==> src/rtl/mux_pkg.sv <==
// Shared constants, helpers and the output-stage state type for the N-way arbitrated mux.
package mux_pkg;

  localparam int unsigned MAX_CHANNELS = 16;

  // Width of a channel index; never 0, so a 1-bit index still exists for N = 1..2.
  function automatic int unsigned clog2_min1(input int unsigned n);
    return (n <= 2) ? 1 : $clog2(n);
  endfunction

  typedef enum logic {
    EMPTY = 1'b0,
    FULL  = 1'b1
  } out_state_e;

endpackage

==> src/rtl/rr_pick.sv <==
// Combinational rotating-priority picker: first set request at or after ptr, wrapping modulo N.
module rr_pick #(
  parameter int unsigned N     = 4,
  parameter int unsigned SEL_W = 2
) (
  input  logic [N-1:0]     req,
  input  logic [SEL_W-1:0] ptr,
  output logic             found,
  output logic [SEL_W-1:0] idx
);

  logic [2*N-1:0]   req2;
  logic [N-1:0]     rot;
  logic [SEL_W-1:0] off;
  logic [SEL_W:0]   sum;

  assign req2  = {req, req};
  assign found = |req;

  // Rotate by reading the doubled vector starting at ptr, so bit 0 of rot is channel ptr.
  always_comb begin
    rot = '0;
    for (int unsigned i = 0; i < N; i++) begin
      rot[i] = req2[{1'b0, ptr} + (SEL_W+1)'(i)];
    end
  end

  always_comb begin
    off = '0;
    for (int unsigned i = N; i > 0; i--) begin
      if (rot[i-1]) off = SEL_W'(i - 1);
    end
  end

  // Explicit modulo-N wrap: N need not be a power of two.
  always_comb begin
    sum = {1'b0, ptr} + {1'b0, off};
    if (sum >= (SEL_W+1)'(N)) idx = SEL_W'(sum - (SEL_W+1)'(N));
    else                      idx = SEL_W'(sum);
  end

endmodule

==> src/rtl/arb_mux_n.sv <==
// N-channel valid/ready mux with round-robin or fixed-priority arbitration and a registered output.
module arb_mux_n
  import mux_pkg::*;
#(
  parameter int unsigned WIDTH       = 32,
  parameter int unsigned N           = 4,
  parameter bit          ROUND_ROBIN = 1'b1,
  parameter int unsigned SEL_W       = clog2_min1(N)
) (
  input  logic               clk,
  input  logic               rst_n,
  input  logic [N-1:0]       in_valid,
  input  logic [N*WIDTH-1:0] in_data,
  output logic [N-1:0]       in_ready,
  output logic               out_valid,
  output logic [WIDTH-1:0]   out_data,
  output logic [SEL_W-1:0]   out_sel,
  input  logic               out_ready
);

  out_state_e       state_q, state_d;
  logic [WIDTH-1:0] data_q,  data_d;
  logic [SEL_W-1:0] sel_q,   sel_d;
  logic [SEL_W-1:0] ptr_q,   ptr_d;

  logic             found;
  logic [SEL_W-1:0] win;
  logic             load;

  rr_pick #(
    .N     (N),
    .SEL_W (SEL_W)
  ) u_pick (
    .req   (in_valid),
    .ptr   (ptr_q),
    .found (found),
    .idx   (win)
  );

  // Gating with rst_n keeps in_ready low and blocks acceptance during the reset cycle.
  assign load = rst_n && found && ((state_q == EMPTY) || out_ready);

  always_comb begin
    state_d  = state_q;
    data_d   = data_q;
    sel_d    = sel_q;
    ptr_d    = ptr_q;
    in_ready = '0;
    if (load) begin
      state_d = FULL;
      sel_d   = win;
      for (int unsigned i = 0; i < N; i++) begin
        if (SEL_W'(i) == win) begin
          data_d      = in_data[i*WIDTH +: WIDTH];
          in_ready[i] = 1'b1;
        end
      end
      if (ROUND_ROBIN) ptr_d = (win == SEL_W'(N - 1)) ? '0 : win + SEL_W'(1);
      else             ptr_d = '0;
    end else if ((state_q == FULL) && out_ready) begin
      state_d = EMPTY;
    end
  end

  always_ff @(posedge clk) begin
    if (!rst_n) begin
      state_q <= EMPTY;
      data_q  <= '0;
      sel_q   <= '0;
      ptr_q   <= '0;
    end else begin
      state_q <= state_d;
      data_q  <= data_d;
      sel_q   <= sel_d;
      ptr_q   <= ptr_d;
    end
  end

  assign out_valid = (state_q == FULL);
  assign out_data  = data_q;
  assign out_sel   = sel_q;

endmodule

==> config.mk <==
export PLATFORM = sky130hd
export DESIGN_NAME = arb_mux_n
export DESIGN_NICKNAME = d
export VERILOG_FILES = /design/src/rtl/mux_pkg.sv /design/src/rtl/rr_pick.sv /design/src/rtl/arb_mux_n.sv
export SDC_FILE = /design/constraint.sdc
export NUM_CORES = 1
export LEC_CHECK = 0
export CORE_ASPECT_RATIO = 0.5
export CORE_MARGIN = 4
export CORE_UTILIZATION = 39
export CTS_BUF_LIST = sky130_fd_sc_hd__clkbuf_8 sky130_fd_sc_hd__clkbuf_16
export CTS_CLUSTER_DIAMETER = 30
export CTS_CLUSTER_SIZE = 14
export DETAILED_ROUTE_END_ITERATION = 10
export HOLD_SLACK_MARGIN = 0.08
export PLACE_DENSITY = 0.9
export REMOVE_ABC_BUFFERS = 1
export SETUP_SLACK_MARGIN = 0.2
export SYNTH_ARGS = -nofsm -noshare
export SYNTH_HDL_FRONTEND = slang
export SYNTH_HIERARCHICAL = 1
export SYNTH_SLANG_ARGS = --single-unit
==> constraint.sdc <==
create_clock -name clk -period 6.6 [get_ports clk]
set_clock_uncertainty 0.05 [all_clocks]
set_input_delay 0.66 -clock clk [delete_from_list [all_inputs] [get_ports clk]]
set_output_delay 0.66 -clock clk [all_outputs]
set_load 0.005 [all_outputs]
==> results_dict.tcl, run 1 <==
set metrics [dict create \
    synth.yosys.seq_area_share 0.2812 \
    grt.total_usage 0.2396 \
    die_height_um 66.11 \
    grt_setup_unrepaired "no" \
    timing.critical_path.slowest_stage_cell "sky130_fd_sc_hd__or4_1" \
    initial_utilization 0.4177 \
    layout.cells.most_common "sky130_fd_sc_hd__clkdlybuf4s50_1" \
    antenna-diode-count 0 \
    yosys_warnings 6 \
    tritoncts.num_buffers 5 \
    achievable-frequency_mhz 198.5 \
    path_clk_slew_ns 0.06 \
    drt_pass1_iterations 8 \
    finalHoldViolCount 0 \
    final_util 0.7101 \
    floorplan.core_area_mm2 0.006306 \
    final_layout_size_suffix_gt1_frac 0.1853 \
    gp_congestion 0.8950 \
    async_flop_share 0 \
    netlist_area_mm2 0.002634 \
    remaining_drc_errors 0 \
    power.ir.vdd_worst_mv 0.3290 \
    post_cts_hold_buffer_count 0 \
    1st_iter_drt_viols 347 \
    die_area_mm2 0.008212 \
    synthToLayoutAreaGrowth_pct 70.02 \
    critical_path.cell_chain "clkdlybuf4s50_1 > inv_1 > o21ai_0 > o32ai_1 > nor2_1 > a31oi_1 > ha_1 > xnor2_1 > inv_1 > ha_1 > buf_4 > or4_1 > and3_2 > a211oi_1" \
    cp-end-kind "flip-flop" \
    timing.max_slew.rel_slack 0.08533 \
    leak_pwr_nw 1.543 \
    grt_remaining_overflow 0 \
    clock-sinks 37 \
    dpl.hpwl_um 7677 \
    longest_individual_stage_delay_on_the_worst_path_ns 1.08 \
    placement.io_buffers 173 \
    required_ns 6.73 \
    pwr_density_cell_mw_per_mm2 444.1 \
    final_cell_mix "sky130_fd_sc_hd__clkdlybuf4s50_1 (173), sky130_fd_sc_hd__dfxtp_1 (37), sky130_fd_sc_hd__a31oi_1 (33)" \
    htreeDepth 2 \
    postRouteWirelength_um 10600 \
    fill_count 442 \
    criticalPathCategory "primary input to flip-flop" \
    ys_ff_latch 37 \
    timing_max_transition_violations_final 0 \
    period_utilization 0.7631 \
    yosys.cell_types.count 39 \
    syn_area_per_cell_um2 9.683 \
    grt_start_max_net_pins 41 \
    ioPinCount 174 \
    num_vias 3070 \
    min_period_ns 5.037 \
    timing.final.setup_violations 0 \
    seq_area_um2 740.7 \
    post_synth_inst_count 272 \
    first_global_vias 3035 \
    cts_buffer_depth 2 \
    chip_width_um 124.2 \
    worst-slew-pin-transition_ns 1.371 \
    timing.critical_path.from_type "primary input" \
    critical_path.max_fanout 34 \
    multiInputGateArea_mm2 0.001708 \
    hold_slack_final_ns 0.4065 \
    tritoncts "done" \
    critPathArrivalTime_ns 5.17 \
    post_cts.repair.setup_buffers 0 \
    vias_per_cell 6.031 \
    cts-resized-gates 0 \
    clk_root_buffer_cell "sky130_fd_sc_hd__clkbuf_16" \
    timing.hold.worst.class "flip-flop to flip-flop" \
    count_of_flip_flops_with_a_built_in_enable_after_synthesis 0 \
    avgRoutedWirePerCell_um 20.83 \
    synth_top_flop_cell "sky130_fd_sc_hd__dfxtp_1" \
    fin_total_pwr_w 0.001989 \
    wire_length_of_the_first_global_routing_pass_um 16150 \
    fin_tns_setup_ns 0 \
    number_of_antenna_violations_at_the_first_check_in_global_routing 0 \
    core.rowCount 20 \
    maxCapViolCount 0 \
    numnets_final 561 \
    clk_latency_ns 0.27 \
    detail-route-antenna-nets 0 \
    outcome "completed" \
]
-- state kept, by name, summed over array words and instances (netlist names) --
signal,flops
ptr_q,2
out_data,32
out_sel,2
out_valid,1
-- kinds of logic (layout without fill, tap and decap cells) --
kind of cell / after synthesis / count (layout) / synth area share
adder cells (fa/ha/maj): 6 / 6 / 0.02850
AO/OA/AOI/OAI: 115 / 115 / 0.3943
buffers and inverters: 41 / 190 / 0.07268
XOR/XNOR: 1 / 1 / 0.003326
flip-flops: 37 / 37 / 0.2812
multiplexers: 35 / 35 / 0.1482
AND/OR/NAND/NOR: 37 / 37 / 0.07173
-- critical path, delay by kind of cell --
family | cells | cell delay [ns]
simple gates | 3 | 1.97
xor+xnor | 1 | 0.33
buf+inv | 4 | 1.12
compound gates | 4 | 0.65
fa+ha+maj | 2 | 0.42
-- Yosys cell counts (all sizes together) (5+ instances only) --
library cell / count / area [um2]
clkbuf: 27 / 101.4
buf: 9 / 71.31
inv: 5 / 18.76
a222oi: 31 / 310.3
a211oi: 32 / 390.4
and3: 5 / 31.28
o21ai: 7 / 35.03
ha: 6 / 75.07
nor2: 11 / 41.29
mux2: 32 / 360.4
nand2: 7 / 26.28
a31oi: 33 / 206.5
dfxtp: 37 / 740.7
-- metrics by stage --
step	instances	worst slack [ns]	area, um2
2_1_floorplan	236	1.753	2461
3_5_place_dp	501	1.368	4339
4_1_cts	509	1.606	4478
3_3_place_gp	501	1.648	4339
6_report	509	1.563	4478
5_1_grt	509	1.225	4478
-- final timing paths --
path / from / endpoint / slack [ns] / cells past startpoint
worst max-delay path: in_valid[0] / out_data[5] / 1.56 / 14
worst min-delay path: out_sel[0] / out_sel[0] / 0.41 / 2
worst max register to register: ptr_q[0] / out_data[5] / 1.58 / 13
worst min register to register: out_sel[0] / out_sel[0] / 0.41 / 2
-- per-layer routing --
layer,wire (um),global-route usage,up-vias
met2,5848,0.4644,121
met3,447,0.03306,22
met5,0,0,-
met1,4110,0.2839,1500
li1,-,-,1427
met4,194,0.05738,0
-- power breakdown --
part,internal (W),switching [W]
combinational,0.000657,0.000725
clock,0.000137,0.0000876
sequential,0.000321,0.0000612
-- layout make-up --
type	count	share of cell area
multi-input cells	194	0.3814
clock inverters	3	0.003073
well taps	88	0.02459
repair buffers	177	0.3934
flip-flops and latches	37	0.1654
clock buffers	5	0.02794
inverters	5	0.004191
Note: power is estimated with default switching activity, not from simulation.
==> inputs of run 2 (changes only) <==
CORE_UTILIZATION = 33   (was 39)
PLACE_DENSITY = 0.82   (was 0.9)
clock period = 4.1 ns   (was 6.6 ns; I/O delays follow)
==> run 2 against run 1 <==
  * Final area up 3.2%
  * Core utilization fell by 9.7 points
  * Critical path depth fell by 2
  * Register-to-register slack got worse by 0.91 ns
  * Routed wire length shrank 4.7%
  * Combinational power is 66% higher
  * Die area rose by 16%
  * Setup slack worse by 1.2 ns
==> results_dict.tcl, run 2 (synthesis results as in run 1) <==
set metrics [dict create \
    outcome "completed" \
    synthToLayoutAreaGrowth_pct 75.44 \
    hold_path_startpoint "out_sel[1]" \
    period_utilization 0.9115 \
    finalInstanceArea_mm2 0.004621 \
    dpl.hpwl_um 7649 \
    chip_width_um 134.3 \
    die_area_mm2 0.009561 \
    power.ir.vdd_worst_mv 0.4109 \
    criticalPathCategory "primary input to primary output" \
    postRouteWirelength_um 10100 \
    leak_pwr_nw 1.592 \
    maxCapViolCount 0 \
    finalHoldViolCount 0 \
    final_cell_mix "sky130_fd_sc_hd__clkdlybuf4s50_1 (173), sky130_fd_sc_hd__dfxtp_1 (37), sky130_fd_sc_hd__a31oi_1 (33)" \
    die_height_um 71.17 \
    gp_congestion 0.8118 \
    critical_path.reg2reg.startpoint "ptr_q[1]" \
    grt_remaining_overflow 0 \
    initial_utilization 0.3492 \
    critical_path.max_fanout 20 \
    tritoncts.num_buffers 5 \
    path_clk_slew_ns 0.05 \
    first_global_vias 2944 \
    cts_buffer_depth 2 \
    min_period_ns 3.737 \
    number_of_antenna_violations_at_the_first_check_in_global_routing 0 \
    detail-route-antenna-nets 0 \
    htreeDepth 2 \
    critical_path.startpoint "in_valid[0]" \
    floorplan.core_area_mm2 0.007542 \
    achievable-frequency_mhz 267.6 \
    timing.critical_path.from_type "primary input" \
    largest_register_ffs 32 \
    wire_length_of_the_first_global_routing_pass_um 15100 \
    detailed_place.area_mm2 0.004422 \
    timing.final.setup_violations 0 \
    grt.total_usage 0.1938 \
    final_layout_size_suffix_gt1_frac 0.2037 \
    timing.max_slew.rel_slack 0.4109 \
    hold_slack_final_ns 0.3954 \
    avgRoutedWirePerCell_um 18.88 \
    numnets_final 567 \
    tritoncts "done" \
    1st_iter_drt_viols 318 \
    grt_setup_unrepaired "no" \
    layout.cells.most_common "sky130_fd_sc_hd__clkdlybuf4s50_1" \
    core.rowCount 22 \
    reg2reg_slack_ns 0.67 \
    vias_per_cell 5.600 \
    timing.hold.worst.class "flip-flop to flip-flop" \
    fin_total_pwr_w 0.003348 \
    critPathArrivalTime_ns 3.28 \
    drt_pass1_iterations 10 \
    antenna-diode-count 0 \
    required_ns 3.64 \
    num_vias 2996 \
    clock-sinks 37 \
    clk_root_buffer_cell "sky130_fd_sc_hd__clkbuf_16" \
    timing_max_transition_violations_final 0 \
    clk_latency_ns 0.27 \
    post_cts_hold_buffer_count 0 \
    ioPinCount 174 \
    remaining_drc_errors 0 \
    pwr_density_cell_mw_per_mm2 724.6 \
    placement.io_buffers 173 \
    worst-slew-pin-transition_ns 0.8823 \
    grt_start_max_net_pins 35 \
    cp-end-kind "primary output" \
]
## run 2: cell count changes in the layout (fill, tap and decap cells not counted)
cell	before	now
sky130_fd_sc_hd__xnor2_2	0	1
sky130_fd_sc_hd__bufinv_16	0	1
sky130_fd_sc_hd__clkinv_2	2	0
sky130_fd_sc_hd__ha_2	0	1
sky130_fd_sc_hd__buf_4	4	9
sky130_fd_sc_hd__ha_1	6	4
sky130_fd_sc_hd__ha_4	0	1
sky130_fd_sc_hd__and3_2	1	0
sky130_fd_sc_hd__buf_12	0	1
sky130_fd_sc_hd__xnor2_1	1	0
sky130_fd_sc_hd__and3_4	0	1
sky130_fd_sc_hd__clkbuf_8	0	1
## run 2: timing repair
| item | CTS | global route |
|---|---|---|
| endpoints found under the setup margin | 1 | 34 |
| gates cloned | 0 | 0 |
| hold endpoints to repair | 0 | 0 |
| setup buffers | 0 | 0 |
| resized for setup | 2 | 3 |
## run 2: worst paths after layout
path / endpoint / depth (start not counted)
max: in_ready[3] / 12
min: out_sel[1] / 2
max reg2reg: out_data[19] / 12
min reg2reg: out_sel[1] / 2
## run 2: routing by layer
| metal | up-vias | routed length (um) | global-route usage | part of all wire |
|---|---|---|---|---|
| li1 | 1436 | - | - | - |
| met5 | - | 0 | 0 | 0 |
| met3 | 14 | 470 | 0.03409 | 0.047 |
| met1 | 1456 | 4240 | 0.2342 | 0.42 |
| met4 | 0 | 180 | 0.04740 | 0.018 |
| met2 | 90 | 5211 | 0.3593 | 0.52 |
## run 2: critical path: stages
cell and delay, ns:
sky130_fd_sc_hd__clkdlybuf4s50_1 0.61, sky130_fd_sc_hd__inv_1 0.13, sky130_fd_sc_hd__o21ai_0 0.18, sky130_fd_sc_hd__o32ai_1 0.10, sky130_fd_sc_hd__nor2_1 0.10, sky130_fd_sc_hd__a31oi_1 0.05
sky130_fd_sc_hd__ha_1 0.22, sky130_fd_sc_hd__xnor2_2 0.23, sky130_fd_sc_hd__ha_2 0.28, sky130_fd_sc_hd__buf_4 0.26, sky130_fd_sc_hd__and3_1 0.19, sky130_fd_sc_hd__clkdlybuf4s50_1 0.52
## run 2: metrics by stage
stage | TNS [ns] | setup slack [ns] | util | std cells
finish | 0 | 0.3627 | 0.6126 | 535
global route | 0 | 0.2010 | 0.6126 | 535
CTS | 0 | 0.2353 | 0.6098 | 535
detailed placement | 0 | 0.1200 | 0.5863 | 527
global placement | 0 | 0.2494 | 0.5863 | 527
floorplan | -23.49 | -0.7470 | - | 236
## run 2: power breakdown
group          internal [W]  total [W]  switching [W]
Sequential         0.000517   0.000610      0.0000926
Combinational       0.00114    0.00229        0.00115
Clock              0.000301   0.000448       0.000146
Total               0.00196    0.00335        0.00139
## run 2: area by class of cell
class	count	area [um2]
tap	108	135.1
inverter	5	18.77
clock buffer	6	138.9
sequential	37	740.7
fill	639	2922
multi-input combinational	194	1734
clock inverter	2	33.78
timing repair buffer	183	1819
